File: src/rtl/ddr_axi_wr_master_pkg.sv
// Shared types and AXI constants for the DDR AXI write master.
// Beat geometry defaults to 256-bit beats (32 bytes).
package ddr_axi_wr_master_pkg;

  typedef enum logic [2:0] {
    S_IDLE,
    S_CALC,
    S_AW,
    S_W,
    S_B,
    S_DONE
  } state_t;

  localparam int         BEAT_BYTES     = 32;
  localparam int         BOUNDARY_4K    = 4096;
  localparam logic [2:0] AXI_SIZE_256   = 3'b101;
  localparam logic [1:0] AXI_BURST_INCR = 2'b01;
  localparam logic [1:0] AXI_RESP_OKAY  = 2'b00;

endpackage

File: src/rtl/ddr_axi_wr_master_axi_burst_calc.sv
// Combinational burst sizing: min(remaining beats, MAX_BURST, beats left before 4 KB).
// Zero latency, no handshake.
module axi_burst_calc
  import ddr_axi_wr_master_pkg::*;
#(
  parameter int LEN_WIDTH = 16,
  parameter int MAX_BURST = 16,
  parameter int BEAT_B    = BEAT_BYTES
) (
  input  logic [LEN_WIDTH-1:0] i_rem,
  input  logic [11:0]          i_addr_lo,
  output logic [8:0]           o_beats
);

  logic [12:0] w_room;
  logic [12:0] w_sel;

  assign w_room = 13'((13'(BOUNDARY_4K) - {1'b0, i_addr_lo}) / 13'(BEAT_B));

  always_comb begin
    w_sel = 13'(MAX_BURST);
    if (w_room < w_sel) w_sel = w_room;
    if (32'(i_rem) < 32'(w_sel)) w_sel = 13'(i_rem);
    o_beats = 9'(w_sel);
  end

endmodule

File: src/rtl/ddr_axi_wr_master.sv
// Line-burst request to AXI4 write bursts (split at MAX_BURST and 4 KB), one burst in flight.
// wreq->wrdy 1 cycle, awvalid 2 cycles at earliest; W stalls follow axi_wready, pops only on accepted beats.
module ddr_axi_wr_master
  import ddr_axi_wr_master_pkg::*;
#(
  parameter int ADDR_WIDTH     = 27,
  parameter int DQ_WIDTH       = BEAT_BYTES,
  parameter int LEN_WIDTH      = 16,
  parameter int AXI_ADDR_WIDTH = 32,
  parameter int MAX_BURST      = 16
) (
  input  logic                      ddr_clk,
  input  logic                      ddr_rstn,
  input  logic                      ddr_wreq,
  input  logic [ADDR_WIDTH-1:0]     ddr_waddr,
  input  logic [LEN_WIDTH-1:0]      ddr_wr_len,
  output logic                      ddr_wrdy,
  input  logic [8*DQ_WIDTH-1:0]     ddr_wdata,
  output logic                      ddr_wdata_req,
  output logic                      ddr_wdone,
  output logic [AXI_ADDR_WIDTH-1:0] axi_awaddr,
  output logic [7:0]                axi_awlen,
  output logic [2:0]                axi_awsize,
  output logic [1:0]                axi_awburst,
  output logic                      axi_awvalid,
  input  logic                      axi_awready,
  output logic [8*DQ_WIDTH-1:0]     axi_wdata,
  output logic [DQ_WIDTH-1:0]       axi_wstrb,
  output logic                      axi_wlast,
  output logic                      axi_wvalid,
  input  logic                      axi_wready,
  input  logic [1:0]                axi_bresp,
  input  logic                      axi_bvalid,
  output logic                      axi_bready,
  output logic                      wr_err,
  output logic                      align_err,
  output logic                      busy
);

  localparam int BEAT_B = DQ_WIDTH;

  state_t                    r_state, w_state_nxt;
  logic [AXI_ADDR_WIDTH-1:0] r_byte_addr;
  logic [LEN_WIDTH-1:0]      r_rem;
  logic [8:0]                r_beats, r_cnt, w_beats;
  logic [7:0]                r_awlen;
  logic                      r_wrdy, r_wr_err, r_align_err, r_idle_hold;
  logic                      w_accept, w_beat_ok, w_last;
  logic [ADDR_WIDTH-1:0]     w_word_addr;

  assign w_word_addr = {ddr_waddr[ADDR_WIDTH-1:3], 3'b000};
  // r_idle_hold gives upstream one cycle after DONE to present the next address.
  assign w_accept    = (r_state == S_IDLE) && !r_idle_hold && ddr_wreq;
  assign w_beat_ok   = (r_state == S_W) && axi_wready;
  assign w_last      = (r_cnt == r_beats - 9'd1);

  axi_burst_calc #(
    .LEN_WIDTH (LEN_WIDTH),
    .MAX_BURST (MAX_BURST),
    .BEAT_B    (BEAT_B)
  ) u_calc (
    .i_rem     (r_rem),
    .i_addr_lo (r_byte_addr[11:0]),
    .o_beats   (w_beats)
  );

  always_ff @(posedge ddr_clk or negedge ddr_rstn) begin
    if (!ddr_rstn) r_state <= S_IDLE;
    else           r_state <= w_state_nxt;
  end

  always_comb begin
    w_state_nxt   = r_state;
    axi_awvalid   = 1'b0;
    axi_wvalid    = 1'b0;
    axi_wlast     = 1'b0;
    axi_bready    = 1'b0;
    ddr_wdata_req = 1'b0;
    ddr_wdone     = 1'b0;
    case (r_state)
      S_IDLE: if (w_accept) w_state_nxt = S_CALC;
      S_CALC: w_state_nxt = (r_rem == '0) ? S_DONE : S_AW;
      S_AW: begin
        axi_awvalid = 1'b1;
        if (axi_awready) w_state_nxt = S_W;
      end
      S_W: begin
        axi_wvalid    = 1'b1;
        axi_wlast     = w_last;
        ddr_wdata_req = axi_wready;
        if (axi_wready && w_last) w_state_nxt = S_B;
      end
      S_B: begin
        axi_bready = 1'b1;
        if (axi_bvalid) w_state_nxt = S_CALC;
      end
      S_DONE: begin
        ddr_wdone   = 1'b1;
        w_state_nxt = S_IDLE;
      end
      default: w_state_nxt = S_IDLE;
    endcase
  end

  always_ff @(posedge ddr_clk or negedge ddr_rstn) begin
    if (!ddr_rstn) begin
      r_byte_addr <= '0;
      r_rem       <= '0;
      r_beats     <= '0;
      r_cnt       <= '0;
      r_awlen     <= '0;
      r_wrdy      <= 1'b0;
      r_wr_err    <= 1'b0;
      r_align_err <= 1'b0;
      r_idle_hold <= 1'b0;
    end else begin
      r_wrdy      <= w_accept;
      r_idle_hold <= (r_state == S_DONE);
      if (w_accept) begin
        r_byte_addr <= AXI_ADDR_WIDTH'(w_word_addr) * AXI_ADDR_WIDTH'(DQ_WIDTH / 8);
        r_rem       <= ddr_wr_len;
        if (ddr_waddr[2:0] != 3'b000) r_align_err <= 1'b1;
      end
      if ((r_state == S_CALC) && (r_rem != '0)) begin
        r_beats <= w_beats;
        r_awlen <= 8'(w_beats - 9'd1);
        r_cnt   <= '0;
      end
      if (w_beat_ok) r_cnt <= r_cnt + 9'd1;
      if ((r_state == S_B) && axi_bvalid) begin
        if (axi_bresp != AXI_RESP_OKAY) r_wr_err <= 1'b1;
        r_rem       <= r_rem - LEN_WIDTH'(r_beats);
        r_byte_addr <= r_byte_addr + AXI_ADDR_WIDTH'(r_beats) * AXI_ADDR_WIDTH'(BEAT_B);
      end
    end
  end

  assign ddr_wrdy    = r_wrdy;
  assign axi_awaddr  = r_byte_addr;
  assign axi_awlen   = r_awlen;
  assign axi_awsize  = AXI_SIZE_256;
  assign axi_awburst = AXI_BURST_INCR;
  assign axi_wdata   = ddr_wdata;
  assign axi_wstrb   = '1;
  assign wr_err      = r_wr_err;
  assign align_err   = r_align_err;
  assign busy        = (r_state != S_IDLE);

endmodule
File: config.mk
export PLATFORM = sky130hd
export DESIGN_NAME = ddr_axi_wr_master
export DESIGN_NICKNAME = d
export VERILOG_FILES = /design/src/rtl/ddr_axi_wr_master_pkg.sv /design/src/rtl/ddr_axi_wr_master_axi_burst_calc.sv /design/src/rtl/ddr_axi_wr_master.sv
export SDC_FILE = /design/constraint.sdc
export NUM_CORES = 1
export LEC_CHECK = 0
export BUFFER_PORTS_ARGS = -buffer_cell sky130_fd_sc_hd__buf_2
export CORE_AREA = 2 2 252 254
export DETAILED_ROUTE_END_ITERATION = 12
export DIE_AREA = 0 0 254 256
export MAX_ROUTING_LAYER = met4
export PLACE_DENSITY = 0.3
export SYNTH_ARGS = -nofsm -noshare
export SYNTH_HDL_FRONTEND = slang
export SYNTH_HIERARCHICAL = 1
export SYNTH_SLANG_ARGS = --single-unit
File: constraint.sdc
create_clock -name ddr_clk -period 3.45 [get_ports ddr_clk]
set_clock_uncertainty 0.05 [all_clocks]
set_input_delay 0.345 -clock ddr_clk [delete_from_list [all_inputs] [get_ports ddr_clk]]
set_output_delay 0.345 -clock ddr_clk [all_outputs]
set_load 0.1 [all_outputs]
==> run summary <==
The data arrival time at the worst-slack endpoint is 3530 ps. The primary flip-flop cell chosen by synthesis mapping is sky130_fd_sc_hd__dfrtp_1. The post-route minimum period works out to 3304 ps. Yosys attributes the largest share of cell area to sky130_fd_sc_hd__buf_4 31%, sky130_fd_sc_hd__dfrtp_1 26%, sky130_fd_sc_hd__ha_1 4.4%. Once detail routing completed, the nets flagged for antenna violations numbered 0.

The run gives 874 as the post-synthesis instance total. In this run, distinct cell masters in the synthesized netlist total 69. The kind of cell adding the most delay to the critical path was compound AO/OA/AOI/OAI gates.

The logs give 650 for the count of boundary I/O pins and 0 for the number of endpoints with negative hold slack in the final report. The logs give 7.323 mW for the overall power and 0 for the final global-route overflow total. The internal portion of the total power is 3.054 mW. The die outline height was 256 um.

The tools report the number of global-route vias before repair as 5342. For the number of antenna violations at the first check in global routing, the log shows 5. The area fraction in compound gates after synthesis is 14.92%, and the number of storage elements in the synthesis netlist is 76. The tools report the setup total negative slack as 0 ps. The width of the chip came out at 254 um.

For this block, the via count after detailed routing is 5263. Entering global routing, the biggest net connects 33 pins. The count of buffers added on input and output ports is 95.

In this run, CTS created clock tree buffers numbering 9. CTS placed an instance of sky130_fd_sc_hd__clkbuf_16 at the clock tree root. At the later pin of the worst-skew pair, clock insertion delay measures 350 ps.

The critical path goes through nor4_4 > nand2_1 > or2_2 > a21o_1 > ha_1 > o211ai_1 > nor4_2 > a211o_2 > mux2_4 > inv_1 > ha_2 > nand2_1 > xor2_1 > o21ai_0. Of the total synthesized cell area, the portion taken by AND, OR, NAND and NOR gates is 14.61%. In this run the post-CTS setup repair buffer count came out at 0. The number of cells on the worst reg-to-reg path is 14. For met3 alone, demand over resource in global routing was 3.600%. Among the stages of the critical path, the cell type that occurs most often is sky130_fd_sc_hd__nand2_1. Summing the areas of all fa, ha and maj instances in the mapped netlist gives 4.944% of the synthesized area. The worst setup path is launched from a flip-flop.

The class of the most critical hold timing path is in2reg. The count of routing violations after the opening detailed-route iteration is 318, and the post-synthesis average cell area is 8.455 um^2. The share of total power dissipated in sequential elements is 23.6%.

Final max-slew violation count: 0. The number of nets in the final layout was 1077. For this design the ratio of total power to cell area is 992.8 nW/um^2.

Global routing consumed, over all layers together, 8.415% of the routing resources. The effective utilization at floorplan was 11.84%. The peak ir drop on the vdd network is 0.2208 mV, and the floorplan core area is 62390 um^2. The run gives 44.57% as the remaining max-slew budget at the tightest pin. The tools report the type of element capturing the critical path as a flip-flop.

Worst-path cell with the longest stage delay: sky130_fd_sc_hd__a211o_2. In this run switching power makes up 58.30% of total power. TritonCTS built the clock tree. For this run, the share of the core covered by cells in the final layout is 11.82%. Row generation in the floorplan step produced 92 rows. Setup violations remaining at the end of the flow were counted as 0. The remaining design rule violation count came out at 0.

On the worst path, the slowest cell contributes a delay of 430 ps. The worst hold path passes through 3 cells. Counting buffers and inverters, the worst setup path is 14 cells deep. The library cell with the largest summed area after synthesis was sky130_fd_sc_hd__buf_4. The cell count after placement was 1576.

The warning count from the yosys run came out at 6. The mux contribution to synthesized area was 3.302%. For met2 alone, demand over resource in global routing was 11.73%.

After detailed routing, the number of vias per cell comes to 3.300. The wire length per cell after detailed routing was 16.98 um. The critical path is of the reg2reg type. The final standard cell count with taps included and fillers excluded is 1595, and the buffer and inverter count on the worst path is 1. The first-pass detailed-route iteration total was 5. Data on the critical path is required at its endpoint by 3680 ps. The run gives 14.3% as the fraction of power consumed by the clock network. The clock passes through at most 2 buffers.

The synthesized cell area came out at 7390 um^2. The switching power of the nets is 4.269 mW, and the global-route wire length before repair is 38.45 mm. At the end of routability-driven placement, the weighted congestion stood at 0.7213. The layer with the highest usage after global routing is met2.

The flow ran to the end, and the final reports show no timing, DRC or antenna violations. By area, the combinational part of the netlist is dominated by buffers and inverters. Global routing used 10.35% of the available met1 tracks. The count of flip-flops with a built-in enable after synthesis was 0; the number of max-capacitance violations reported was 0. For this run, the top clock speed supported by timing is 0.3027 GHz. The floorplan step defined a die boundary enclosing 65020 um^2. Summing the areas of all xor and xnor instances in the mapped netlist gives 2.845% of the synthesized area. The CTS sink count came out at 76.

Of the cells placed in the final design, the portion with a size suffix greater than 1 is 23.43%. The layout-stage area growth over the synthesis result came out at -0.1863%. The tools report the fraction of the yosys area taken by sequential cells as 25.74%. The slew at the pin closest to its max-slew limit is 826.0 ps. The HPWL after detailed placement was 21.39 mm; the highest net fanout along the worst path was 6. The run gives 27.09 mm as the total routed wirelength. For this run, asynchronously set or reset flops after synthesis account for 100.0%.

Summed over all cells, the static leakage comes to 3.043 nW. The tools report the power share of the combinational group as 62.2%. Clock-pin slew was measured on the worst setup and hold paths at 70 ps.

The area share of the largest cell type after synthesis was 30.58%; the final period utilization was 95.77%. Counting the fill cells in the layout gives 7284. Number of levels the H-tree was split into: 3.
==> registers in the layout, summed over array words and instances, names as in the netlist <==
| signal | flops |
|---|---|
| r_cnt | 9 |
| align_err | 1 |
| axi_awlen | 8 |
| r_idle_hold | 1 |
| axi_awaddr | 27 |
| r_state | 3 |
| r_rem | 16 |
| r_beats | 9 |
| ddr_wrdy | 1 |
| wr_err | 1 |
==> layer usage <==
layer	routed length (um)	part of all wire [%]	vias up
li1	-	-	2420
met3	2613	9.6	94
met1	11920	44	2487
met5	0	0	-
met4	877	3.2	0
met2	11680	43	262
==> metrics by stage <==
stage,cell area (um^2),worst slack (ps),hold WS [ps]
5_1_grt,7376,-25.82,150.7
3_3_place_gp,7003,50.42,300.5
3_5_place_dp,7003,54.99,300.3
2_1_floorplan,7594,12.80,-0.5911
4_1_cts,7322,29.38,131.5
6_report,7376,145.8,153.2
==> cell usage after synthesis (5+ instances only) <==
cell type	instances
sky130_fd_sc_hd__mux2_2	7
sky130_fd_sc_hd__and3_1	10
sky130_fd_sc_hd__o211ai_1	9
sky130_fd_sc_hd__nor3_1	23
sky130_fd_sc_hd__a22oi_1	12
sky130_fd_sc_hd__nand2_1	64
sky130_fd_sc_hd__nor2_1	33
sky130_fd_sc_hd__a21o_1	7
sky130_fd_sc_hd__a21oi_1	17
sky130_fd_sc_hd__o21ai_0	44
sky130_fd_sc_hd__nor2b_1	13
sky130_fd_sc_hd__buf_2	6
sky130_fd_sc_hd__xnor2_1	12
sky130_fd_sc_hd__clkbuf_1	9
sky130_fd_sc_hd__a311oi_1	6
sky130_fd_sc_hd__dfrtp_1	76
sky130_fd_sc_hd__nand4_1	10
sky130_fd_sc_hd__a211oi_1	8
sky130_fd_sc_hd__nand3_1	17
sky130_fd_sc_hd__o21a_1	5
sky130_fd_sc_hd__ha_1	26
sky130_fd_sc_hd__xor2_1	12
sky130_fd_sc_hd__buf_4	301
sky130_fd_sc_hd__o22ai_1	6
sky130_fd_sc_hd__inv_1	24
sky130_fd_sc_hd__o311ai_0	9
sky130_fd_sc_hd__mux2i_1	15
sky130_fd_sc_hd__nor3b_1	5
sky130_fd_sc_hd__nor4_1	8
sky130_fd_sc_hd__a31oi_1	6
sky130_fd_sc_hd__and2_1	5
==> placed cells by master, fill, tap and decap left out, types with 13 or more instances in the layout <==
cell type	count
sky130_fd_sc_hd__buf_2	93
sky130_fd_sc_hd__dfrtp_1	75
sky130_fd_sc_hd__nand2_1	64
sky130_fd_sc_hd__conb_1	56
sky130_fd_sc_hd__o21ai_0	42
sky130_fd_sc_hd__nor2_1	32
sky130_fd_sc_hd__buf_4	30
sky130_fd_sc_hd__ha_1	25
sky130_fd_sc_hd__inv_1	24
sky130_fd_sc_hd__nor3_1	23
sky130_fd_sc_hd__nand3_1	17
sky130_fd_sc_hd__a21oi_1	17
sky130_fd_sc_hd__mux2i_1	13
==> logic make-up after synthesis <==
logic type               Yosys count
XOR/XNOR                          24
AO/OA/AOI/OAI                    160
buffers and inverters            346
other                              4
AND/OR/NAND/NOR                  213
multiplexers                      23
adder cells (fa/ha/maj)           28
flip-flops                        76
==> worst paths after layout <==
check | to | start | slack, ps
min in group asynchronous | r_rem[11]$_DFFE_PN0P_ | ddr_rstn | 480
max in group asynchronous | axi_awaddr[28]$_DFFE_PN0P_ | ddr_rstn | 2120
hold reg to reg | align_err$_DFFE_PN0P_ | align_err$_DFFE_PN0P_ | 430
setup / recovery | axi_awlen[6]$_DFFE_PN0P_ | axi_awaddr[5]$_DFFE_PN0P_ | 150
setup reg to reg | axi_awlen[6]$_DFFE_PN0P_ | axi_awaddr[5]$_DFFE_PN0P_ | 150
hold / removal | axi_awaddr[17]$_DFFE_PN0P_ | ddr_waddr[15] | 150
==> timing repair <==
| item | CTS | global route |
|---|---|---|
| hold endpoints to repair | 27 | 0 |
| gates resized for setup | 0 | 13 |
| setup endpoints to repair | 0 | 8 |
| hold buffers | 1 | 0 |
==> worst reg2reg max path, stage by stage, from the launching register on <==
cell                       delay, ps
sky130_fd_sc_hd__dfrtp_2         420
sky130_fd_sc_hd__nor4_4          280
sky130_fd_sc_hd__nand2_1         100
sky130_fd_sc_hd__or2_2           290
sky130_fd_sc_hd__a21o_1          220
sky130_fd_sc_hd__ha_1            280
sky130_fd_sc_hd__o211ai_1        110
sky130_fd_sc_hd__nor4_2           60
sky130_fd_sc_hd__a211o_2         430
sky130_fd_sc_hd__mux2_4          360
sky130_fd_sc_hd__inv_1            80
sky130_fd_sc_hd__ha_2            200
sky130_fd_sc_hd__nand2_1          70
sky130_fd_sc_hd__xor2_1          150
sky130_fd_sc_hd__o21ai_0         130
==> power by group through the flow <==
| stage | Clock, mW | Sequential (mW) | Combinational [mW] |
|---|---|---|---|
| 2_1_floorplan | 0 | 2.86 | 3.65 |
| 3_3_place_gp | 0 | 1.75 | 4.59 |
| 3_5_place_dp | 0 | 1.74 | 4.57 |
| 4_1_cts | 1.09 | 1.73 | 4.59 |
| 5_1_grt | 1.13 | 1.79 | 4.97 |
| 6_report | 1.04 | 1.72 | 4.55 |
==> final cells by class <==
type / count / area (um^2) / area share, %
multi-input cells: 504 / 3277 / 44.43
flip-flops and latches: 76 / 1903 / 25.80
well taps: 846 / 1059 / 14.35
repair buffers: 125 / 720.7 / 9.771
clock buffers: 10 / 239.0 / 3.240
inverters: 26 / 102.6 / 1.391
clock inverters: 6 / 70.07 / 0.9500
diodes: 2 / 5.005 / 0.06785
No activity file was read; power rests on OpenSTA's default activity.
